File: src/rtl/switch_egress_port_if.sv
// Egress port bundle: fabric capture input, downstream show-ahead read port, occupancy and statistics.
// master: seen from the egress port (drives out_*, level, almost_full, overflow, counters).
// slave:  seen from the surrounding logic (drives in_*, out_ready, clear_stats).
interface switch_egress_port_if #(
   parameter int DATA_WIDTH = 64,
   parameter int DEPTH      = 16,
   parameter int CNT_WIDTH  = 32
);
   localparam int LW = $clog2(DEPTH) + 1;

   logic                  in_valid;
   logic [DATA_WIDTH-1:0] in_data;
   logic                  out_valid;
   logic [DATA_WIDTH-1:0] out_data;
   logic                  out_ready;
   logic [LW-1:0]         level;
   logic                  almost_full;
   logic                  overflow;
   logic [CNT_WIDTH-1:0]  accept_count;
   logic [CNT_WIDTH-1:0]  drop_count;
   logic                  clear_stats;

   modport master (
      input  in_valid, in_data, out_ready, clear_stats,
      output out_valid, out_data, level, almost_full, overflow, accept_count, drop_count
   );

   modport slave (
      output in_valid, in_data, out_ready, clear_stats,
      input  out_valid, out_data, level, almost_full, overflow, accept_count, drop_count
   );
endinterface

File: src/rtl/switch_egress_port.sv
// Egress receiver for one fabric output: captures every valid fabric word into a show-ahead FIFO.
// Latency: a word captured at edge N is presented from cycle N+1 (no empty bypass).
// Backpressure: the fabric cannot be stalled; words arriving while full (and no pop) are dropped and counted.
// Ports: clk, reset (sync, active-high); bus (master modport): in_valid/in_data from the fabric,
//        out_valid/out_data/out_ready to the consumer, level/almost_full occupancy,
//        overflow/accept_count/drop_count statistics, clear_stats pulse.
module switch_egress_port #(
   parameter int DATA_WIDTH = 64,
   parameter int DEPTH      = 16,
   parameter int AF_LEVEL   = 12,
   parameter int CNT_WIDTH  = 32
) (
   input  logic                 clk,
   input  logic                 reset,
   switch_egress_port_if.master bus
);
   localparam int AW = $clog2(DEPTH);
   localparam logic [AW:0]          PTR_ONE   = (AW+1)'(1);
   localparam logic [AW:0]          AF_THRESH = (AW+1)'(AF_LEVEL);
   localparam logic [CNT_WIDTH-1:0] CNT_ONE   = CNT_WIDTH'(1);
   localparam logic [CNT_WIDTH-1:0] CNT_MAX   = '1;

   logic [DATA_WIDTH-1:0] r_mem [DEPTH];
   logic [AW:0]           r_wr_ptr;
   logic [AW:0]           r_rd_ptr;
   logic [AW:0]           r_level;
   logic                  r_almost_full;
   logic                  r_overflow;
   logic [CNT_WIDTH-1:0]  r_accept_count;
   logic [CNT_WIDTH-1:0]  r_drop_count;

   logic                  w_empty;
   logic                  w_full;
   logic                  w_pop;
   logic                  w_push;
   logic                  w_drop;
   logic [AW:0]           w_level_nxt;

   always_comb begin
      w_empty = (r_rd_ptr == r_wr_ptr);
      // Same slot index but different lap: writer is exactly one lap ahead.
      w_full  = (r_rd_ptr[AW-1:0] == r_wr_ptr[AW-1:0]) && (r_rd_ptr[AW] != r_wr_ptr[AW]);
      w_pop   = !w_empty && bus.out_ready;
      // A pop frees the head slot at the same edge, so a full buffer can still take a word.
      w_push  = bus.in_valid && (!w_full || w_pop);
      w_drop  = bus.in_valid && w_full && !w_pop;

      w_level_nxt = r_level;
      if (w_push && !w_pop) begin
         w_level_nxt = r_level + PTR_ONE;
      end else if (w_pop && !w_push) begin
         w_level_nxt = r_level - PTR_ONE;
      end
   end

   // Storage has no reset; the pointers alone define which entries are live.
   always_ff @(posedge clk) begin
      if (!reset && w_push) begin
         r_mem[r_wr_ptr[AW-1:0]] <= bus.in_data;
      end
   end

   always_ff @(posedge clk) begin
      if (reset) begin
         r_wr_ptr       <= '0;
         r_rd_ptr       <= '0;
         r_level        <= '0;
         r_almost_full  <= 1'b0;
         r_overflow     <= 1'b0;
         r_accept_count <= '0;
         r_drop_count   <= '0;
      end else begin
         if (w_push) begin
            r_wr_ptr <= r_wr_ptr + PTR_ONE;
         end
         if (w_pop) begin
            r_rd_ptr <= r_rd_ptr + PTR_ONE;
         end
         r_level       <= w_level_nxt;
         r_almost_full <= (w_level_nxt >= AF_THRESH);

         // Clear takes priority: a same-cycle push/drop is neither counted nor flagged.
         if (bus.clear_stats) begin
            r_accept_count <= '0;
            r_drop_count   <= '0;
            r_overflow     <= 1'b0;
         end else begin
            if (w_push && (r_accept_count != CNT_MAX)) begin
               r_accept_count <= r_accept_count + CNT_ONE;
            end
            if (w_drop) begin
               r_overflow <= 1'b1;
               if (r_drop_count != CNT_MAX) begin
                  r_drop_count <= r_drop_count + CNT_ONE;
               end
            end
         end
      end
   end

   assign bus.out_valid    = !w_empty;
   assign bus.out_data     = r_mem[r_rd_ptr[AW-1:0]];
   assign bus.level        = r_level;
   assign bus.almost_full  = r_almost_full;
   assign bus.overflow     = r_overflow;
   assign bus.accept_count = r_accept_count;
   assign bus.drop_count   = r_drop_count;
endmodule

File: src/flat_wrapper.sv
// flat-port wrapper written by rule: the top's interface ports become plain ports
module switch_egress_port_flat 
#(
   parameter int DATA_WIDTH = 64,
   parameter int DEPTH      = 16,
   parameter int AF_LEVEL   = 12,
   parameter int CNT_WIDTH  = 32
)
  (clk, reset, bus_in_valid, bus_in_data, bus_out_ready, bus_clear_stats, bus_out_valid, bus_out_data, bus_level, bus_almost_full, bus_overflow, bus_accept_count, bus_drop_count);
  switch_egress_port_if #(.DATA_WIDTH(DATA_WIDTH), .DEPTH(DEPTH), .CNT_WIDTH(CNT_WIDTH)) bus_i ();
  input  logic clk;
  input  logic reset;
  input wire logic [$bits(bus_i.in_valid)-1:0] bus_in_valid;
  input wire logic [$bits(bus_i.in_data)-1:0] bus_in_data;
  input wire logic [$bits(bus_i.out_ready)-1:0] bus_out_ready;
  input wire logic [$bits(bus_i.clear_stats)-1:0] bus_clear_stats;
  output wire logic [$bits(bus_i.out_valid)-1:0] bus_out_valid;
  output wire logic [$bits(bus_i.out_data)-1:0] bus_out_data;
  output wire logic [$bits(bus_i.level)-1:0] bus_level;
  output wire logic [$bits(bus_i.almost_full)-1:0] bus_almost_full;
  output wire logic [$bits(bus_i.overflow)-1:0] bus_overflow;
  output wire logic [$bits(bus_i.accept_count)-1:0] bus_accept_count;
  output wire logic [$bits(bus_i.drop_count)-1:0] bus_drop_count;
  assign bus_i.in_valid = bus_in_valid;
  assign bus_i.in_data = bus_in_data;
  assign bus_i.out_ready = bus_out_ready;
  assign bus_i.clear_stats = bus_clear_stats;
  assign bus_out_valid = bus_i.out_valid;
  assign bus_out_data = bus_i.out_data;
  assign bus_level = bus_i.level;
  assign bus_almost_full = bus_i.almost_full;
  assign bus_overflow = bus_i.overflow;
  assign bus_accept_count = bus_i.accept_count;
  assign bus_drop_count = bus_i.drop_count;
  switch_egress_port #(.DATA_WIDTH(DATA_WIDTH), .DEPTH(DEPTH), .AF_LEVEL(AF_LEVEL), .CNT_WIDTH(CNT_WIDTH)) u_core (.clk(clk), .reset(reset), .bus(bus_i));
endmodule
File: config.mk
export PLATFORM = sky130hd
export DESIGN_NAME = switch_egress_port_flat
export DESIGN_NICKNAME = d
export VERILOG_FILES = /design/src/rtl/switch_egress_port_if.sv /design/src/rtl/switch_egress_port.sv /design/src/flat_wrapper.sv
export SDC_FILE = /design/constraint.sdc
export NUM_CORES = 1
export LEC_CHECK = 0
export ABC_AREA = 1
export CORE_UTILIZATION = 45
export CTS_CLUSTER_DIAMETER = 100
export DETAILED_ROUTE_END_ITERATION = 16
export GPL_TIMING_DRIVEN = 1
export PLACE_DENSITY = 0.68
export SLEW_MARGIN = 20
export SYNTH_ARGS = -nofsm -noshare
export SYNTH_HDL_FRONTEND = slang
export SYNTH_SLANG_ARGS = --single-unit
File: constraint.sdc
create_clock -name clk -period 7.3 [get_ports clk]
set_input_delay 1.46 -clock clk [delete_from_list [all_inputs] [get_ports clk]]
set_output_delay 1.46 -clock clk [all_outputs]
set_load 0.01 [all_outputs]
==> reports/results.tsv, run 1 <==
stage	metric	value	unit
outcome	status	finished, final reports clean	
timing	slew margin rel.	0.2945	
final_layout	synth-to-layout area growth	14.97	%
drt	Total Wirelength	108900	µm
yosys	top cells by area, synth	edfxtp_1 (68%), mux2i_1 (5.6%), o211ai_1 (4.2%), dfxtp_1 (3.7%), a21oi_1 (3.6%)	
floorplanning	die area	0.1023	mm²
global_route	largest net degree at the start of global routing	152	
pwr	Leakage	17.20	nW
drt	routed via count	27900	
yosys	sequential area share after synthesis	0.7137	
clock_network	CTS tree	yes	
setup_path	CP bufs+invs	3	
setup_path	CP max-delay cell	dfxtp_4	
drt	Antenna Nets Post-Route	0	
setup_path	R2R setup slack	4.19	ns
place	Final GP Congestion	0.8665	
yosys	syn_nets	3536	
timing	final setup vio count	0	
setup_path	CP cell instances	inv_8, buf_4, o211ai_1, nand3_1, nand2_1, clkdlybuf4s50_1	
clock_network	postcts setup bufs	0	
floorplanning	Initial Util	0.4540	
setup_path	Worst Path Max Fanout	141	
global_route	grt total ovfl	0	
final_layout	NumNets Final	3699	
clock_network	H-tree Lvls	3	
pwr	VDD IR-drop max	0.0002042	V
setup_path	Startpoint Class	flip-flop	
timing	hold_ws	0.4826	ns
floorplanning	CORE AREA	0.1001	mm²
drt	wire length per cell	21.78	µm
pwr	PwrDens	267.4	mW/mm²
timing	RSZ-0062 raised after global routing	no	
global_route	GRT Overall Usage	0.2094	
timing	Setup Total Neg Slack	0	ns
timing	Final Cycle Share	0.7486	
clock_network	post-CTS sizing	0	
setup_path	Data arrival, critical path	4.00	ns
min_path	Worst Hold Endpoint	u_core.bus.overflow$_SDFFE_PP0P_	
timing	FMAX	183.0	MHz
global_route	antenna violations before repair	7	
yosys	Synth area leader	edfxtp_1	
clock_network	clk sinks	1109	
floorplanning	die width	319.9	µm
yosys	average cell area after synthesis	13.15	µm²
drt	number of DRC markers in iteration 0	2644	
min_path	Hold Path Stages	2	
yosys	Gate Count Post-Synth	3458	
clock_network	total CTS buffers	112	
setup_path	CP Class	flip-flop to output port	
yosys	Mapped Area	0.04547	mm²
job	Max-cap violations	0	
drt	DRC	0	
setup_path	R2R depth	11	
place	port bufs	204	
min_path	Worst Min Path Start	u_core.bus.overflow$_SDFFE_PP0P_	
timing	endpoints failing hold	0	
min_path	worst min path class	flip-flop to flip-flop	
clock_network	worst skew pair latency	0.69	ns
yosys	post-synth cell types	36	
final_layout	post-route insts no fill	5001	
clock_network	CTS hold repair buffers	0	
setup_path	worst r2r src	u_core.r_wr_ptr[0]$_SDFFE_PP0N_	
place	dpl hpwl	57610	µm
place	placed cell areas	0.04888	mm²
timing	Period minus WS final	5.465	ns
floorplanning	Ports	205	
timing	skew final	0.03795	ns
setup_path	critical path endpoint category	output port	
clock_network	clock transition at the registers of the reported paths	0.06	ns
setup_path	worst path required time	5.84	ns
global_route	first-pass GRT wire length	163300	µm
timing	Final Slew Violations	0	
timing	Worst Max-Slew Pin Slew	1.056	ns
yosys	Yosys warnings	0	
floorplanning	row cnt	116	
yosys	top-area cell type share of the netlist area	0.6763	
setup_path	worst flop-to-flop path endpoint	u_core.r_mem[13][24]$_DFFE_PP_	
clock_network	CTS Buffer Depth	3	
clock_network	CTS root buffer	clkbuf_16	
final_layout	cell area after layout	0.05227	mm²
global_route	vias in the first global route	26490	
drt	iteration count of the initial detailed-routing pass	5	
place	dpl cells	4805	
drt	Avg Vias per Cell	5.578	
final_layout	share of layout cells above drive strength 1	0.06782	
setup_path	kind of cell adding the most delay to the critical path	buffers and inverters	
yosys	Synth Register Bits	1109	
setup_path	slowest cell delay on critical path	1.00	ns
floorplanning	Chip Height	319.9	µm
## metal layers
metal  wire, µm  global-route usage  vias to the layer above
li1           -                   -                    12990
met1      46730              0.2826                    13840
met2      53550              0.3544                      911
met3       6410             0.03242                      152
met4       2202             0.05253                        4
met5         28                   0                        -
## flip-flops by register name, summed over array words and instances (netlist names), named ones only
| signal | flops |
|---|---|
| u_core.r_rd_ptr | 5 |
| u_core.bus.drop_count | 32 |
| u_core.bus.level | 5 |
| u_core.bus.overflow | 1 |
| u_core.r_wr_ptr | 5 |
| u_core.bus.almost_full | 1 |
| u_core.bus.accept_count | 32 |
| u_core.r_mem | 1024 |
## cell type report
cell class	count	area, µm²
timing repair buffer	252	2544
antenna	2	5.005
clock buffer	139	2968
multi-input combinational	1822	11010
tap	1298	1624
sequential	1109	32470
clock inverter	55	424.2
fill	8294	47870
inverter	324	1234
## layout by cell type, fill, tap and decap left out, types with 114 or more instances in the layout
master           instances
a21oi_1                323
mux2i_1                256
edfxtp_1              1024
nand3_1                128
o211ai_1               256
clkbuf_16              114
o21ai_0                304
inv_1                  315
nand2_1                316
clkdlybuf4s50_1        204
## cell usage after synthesis (all sizes together)
master  number
nand3      134
o21ai      309
edfxtp    1024
o211ai     256
dfxtp       85
nor3        39
xor2        29
and2b        1
nand4       14
nor2       108
nand3b       3
ha           9
nor3b        2
a21oi      323
inv        324
and3         1
xnor2       16
nand2      321
mux2i      256
buf         77
o21bai       1
clkbuf     126
## metrics by stage
step | util | power (mW) | worst slack [ns]
finish | 0.5220 | 13.98 | 1.835
global placement | 0.4880 | 8.764 | 2.521
floorplan | - | 8.154 | 0.4817
global route | 0.5220 | 14.47 | 1.651
detailed placement | 0.4881 | 8.784 | 2.493
CTS | 0.5219 | 14.08 | 1.793
## where the power goes
part / total [mW] / switching (mW) / internal, mW
sequential: 7.06 / 0.0680 / 6.99
clock: 5.33 / 2.33 / 3.01
combinational: 1.59 / 0.967 / 0.619
total: 14.0 / 3.36 / 10.6
## kinds of logic after synthesis
group,share of synthesized area
multiplexers,0.05636
XOR/XNOR,0.008668
flip-flops,0.7137
adder cells (fa/ha/maj),0.002477
AO/OA/AOI/OAI,0.1121
buffers and inverters,0.04662
AND/OR/NAND/NOR,0.06007
## worst max-delay path by stage
stage | to | slack [ns] | cells after the start
floorplan | u_core.r_mem[11][0]$_DFFE_PP_ | 0.48 | 6
global placement | bus_out_data[10] | 2.52 | 6
detailed placement | bus_out_data[10] | 2.49 | 6
CTS | bus_out_data[10] | 1.79 | 6
global route | bus_out_data[10] | 1.65 | 6
finish | bus_out_data[10] | 1.84 | 6
## worst min-delay path: stages, from the launching register on
cell,delay [ns]
dfxtp_1,0.33
nor2_1,0.05
nor2_1,0.07
(Power assumes the default switching activity.)
==> run 2, diff against run 1 <==
- clock period: 7.3 -> 5.1 ns (I/O delays scaled with it)
==> run 2 against run 1 <==
Net effect:
- register-to-register slack got worse by 1.9 ns
- clock power grew 53%
- count of clock-buffer cells in the layout is 1 higher
- setup slack lost 1.1 ns
- clock skew is 0.0077 ns lower
- critical path type unchanged
- largest cell class unchanged
==> reports/results.tsv, run 2 (synthesis results as in run 1) <==
stage	metric	value	unit	change
timing	endpoints failing hold	0		unchanged
global_route	vias in the first global route	26540		+0.22%
setup_path	Worst Path Max Fanout	135		-4.3%
setup_path	critical path endpoint category	output port		
min_path	worst min path class	flip-flop to flip-flop		
clock_network	CTS hold repair buffers	0		unchanged
final_layout	FF+latch area	0.03247	mm²	unchanged
outcome	status	finished, final reports clean		
global_route	antenna violations before repair	5		-2
clock_network	clock transition at the registers of the reported paths	0.06	ns	about the same
floorplanning	row cnt	116		unchanged
job	Max-cap violations	0		unchanged
drt	DRC	0		unchanged
pwr	Leakage	17.45	nW	+1.4%
final_layout	final core occ	0.5280		+0.006022
timing	Final Slew Violations	0		unchanged
timing	Final Cycle Share	0.8555		
floorplanning	die width	319.9	µm	unchanged
drt	routed via count	27810		-0.30%
timing	final setup vio count	0		unchanged
pwr	PwrDens	389.0	mW/mm²	+45%
clock_network	clk sinks	1109		unchanged
timing	hold_ws	0.4825	ns	-0.0001530 ns
drt	WL met2	52800	µm	-1.4%
pwr	Clock power frac	0.396		+0.014
place	dpl cells	4824		+0.40%
timing	Period minus WS final	4.363	ns	
timing	slew margin rel.	0.3032		+0.008670
setup_path	worst path required time	4.08	ns	-1.76 ns
timing	skew final	0.03028	ns	-0.007677 ns
floorplanning	Initial Util	0.4540		unchanged
final_layout	share of layout cells above drive strength 1	0.07424		+0.006423
drt	Antenna Nets Post-Route	0		unchanged
final_layout	commonest non-fill, non-tap cell in the layout	edfxtp_1		
final_layout	NumNets Final	3716		+0.46%
drt	number of DRC markers in iteration 0	2522		-4.6%
global_route	grt total ovfl	0		unchanged
final_layout	post-route insts no fill	5032		+0.62%
clock_network	total CTS buffers	110		-1.8%
clock_network	CTS tree	yes		
global_route	first-pass GRT wire length	161200	µm	-1.3%
setup_path	CP Class	flip-flop to output port		
setup_path	Data arrival, critical path	3.34	ns	-0.66 ns
clock_network	postcts setup bufs	0		unchanged
drt	wl on met1	46280	µm	-0.98%
timing	Worst Max-Slew Pin Slew	1.045	ns	-0.01050 ns
drt	highest metal used	met5		
drt	Total Wirelength	107000	µm	-1.8%
final_layout	most frequent cells in the layout	edfxtp_1 (1,024), a21oi_1 (323), nand2_1 (316), inv_1 (315), o21ai_0 (304)		
drt	iteration count of the initial detailed-routing pass	5		unchanged
pwr	Sw Share	0.2366		-0.003991
drt	Avg Vias per Cell	5.527		-0.92%
floorplanning	die area	0.1023	mm²	unchanged
timing	RSZ-0062 raised after global routing	no		
place	Final GP Congestion	0.8999		+3.9%
clock_network	post-CTS sizing	0		unchanged
floorplanning	Chip Height	319.9	µm	unchanged
final_layout	fillers	8169		-1.5%
clock_network	H-tree Lvls	3		unchanged
global_route	largest net degree at the start of global routing	164		+7.9%
place	dpl hpwl	57470	µm	-0.24%
pwr	Reg power frac	0.489		-0.016
pwr	Int Pwr	15.70	mW	+48%
clock_network	worst skew pair latency	0.69	ns	about the same
final_layout	Largest register FFs	1024		unchanged
global_route	GRT Overall Usage	0.2061		-0.003308
timing	FMAX	229.2	MHz	
final_layout	area occupied by multi-input gates	0.01101	mm²	unchanged
floorplanning	Ports	205		unchanged
pwr	VDD IR-drop max	0.0002373	V	+16%
setup_path	Startpoint Class	flip-flop		
place	port bufs	204		unchanged
pwr	Net Switching	4.867	mW	+45%
pwr	Gate power share	0.115		+0.002
clock_network	CTS Buffer Depth	3		unchanged
final_layout	synth-to-layout area growth	16.30	%	
floorplanning	CORE AREA	0.1001	mm²	unchanged
drt	wire length per cell	21.26	µm	-2.4%
clock_network	CTS root buffer	clkbuf_16		
drt	WL met3	5567	µm	-13%
==> run 2: cell count changes in the layout (fill, tap and decap cells not counted), sizes merged <==
cell / previous run / this run
diode: 2 / 3
clkinvlp: 3 / 8
clkbuf: 139 / 140
buf: 48 / 67
inv: 328 / 326
bufinv: 4 / 13
clkinv: 44 / 42
==> run 2: power by group through the flow <==
| stage | Sequential, mW | Clock [mW] | Combinational, mW |
|---|---|---|---|
| after CTS | 10.1 | 8.26 | 2.39 |
| after detailed placement | 10.2 | 0 | 2.38 |
| final | 10.1 | 8.14 | 2.37 |
| after global placement | 10.2 | 0 | 2.36 |
| after floorplan | 10.2 | 0 | 1.44 |
| after global routing | 10.1 | 8.63 | 2.59 |
==> run 2: per-stage QoR <==
step | instance area, µm² | power, mW | setup TNS (ns) | setup WS, ns
floorplan | 45470 | 11.67 | -245.42 | -1.278
CTS | 52870 | 20.71 | 0 | 0.6630
finish | 52880 | 20.57 | 0 | 0.7369
global route | 52880 | 21.27 | 0 | 0.5706
global placement | 49200 | 12.60 | 0 | 1.333
detailed placement | 49200 | 12.62 | 0 | 1.361
==> run 2: critical path, stage by stage, from the launching register on <==
cell and delay [ns]:
dfxtp_4 0.38, inv_8 0.59, buf_4 0.56, o211ai_1 0.17, nand3_1 0.16, nand2_1 0.17, clkdlybuf4s50_1 0.54
==> run 2: final timing paths <==
kind                            slack (ns)  cells after the start                                to                             start
worst max-delay path                  0.74                      6                   bus_out_data[7]                         flip-flop
worst min-delay path                  0.48                      2  u_core.bus.overflow$_SDFFE_PP0P_  u_core.bus.overflow$_SDFFE_PP0P_
worst max register to register        2.31                     10     u_core.r_mem[4][33]$_DFFE_PP_   u_core.r_wr_ptr[0]$_SDFFE_PP0N_
worst min register to register        0.48                      2  u_core.bus.overflow$_SDFFE_PP0P_  u_core.bus.overflow$_SDFFE_PP0P_
==> run 2: area by class of cell <==
class / instances / share of cell area
Clock inverter: 65 / 0.01316
Timing Repair Buffer: 271 / 0.05428
Antenna cell: 3 / 0.0001420
Clock buffer: 140 / 0.05617
Multi-Input combinational cell: 1822 / 0.2082
Inverter: 324 / 0.02333
Sequential cell: 1109 / 0.6140
Tap cell: 1298 / 0.03071
==> run 2: metal layers <==
layer / up-vias / global-route usage
met5: - / 0
met4: 4 / 0.06156
met3: 139 / 0.02533
met2: 841 / 0.3468
met1: 13790 / 0.2805
li1: 13040 / -
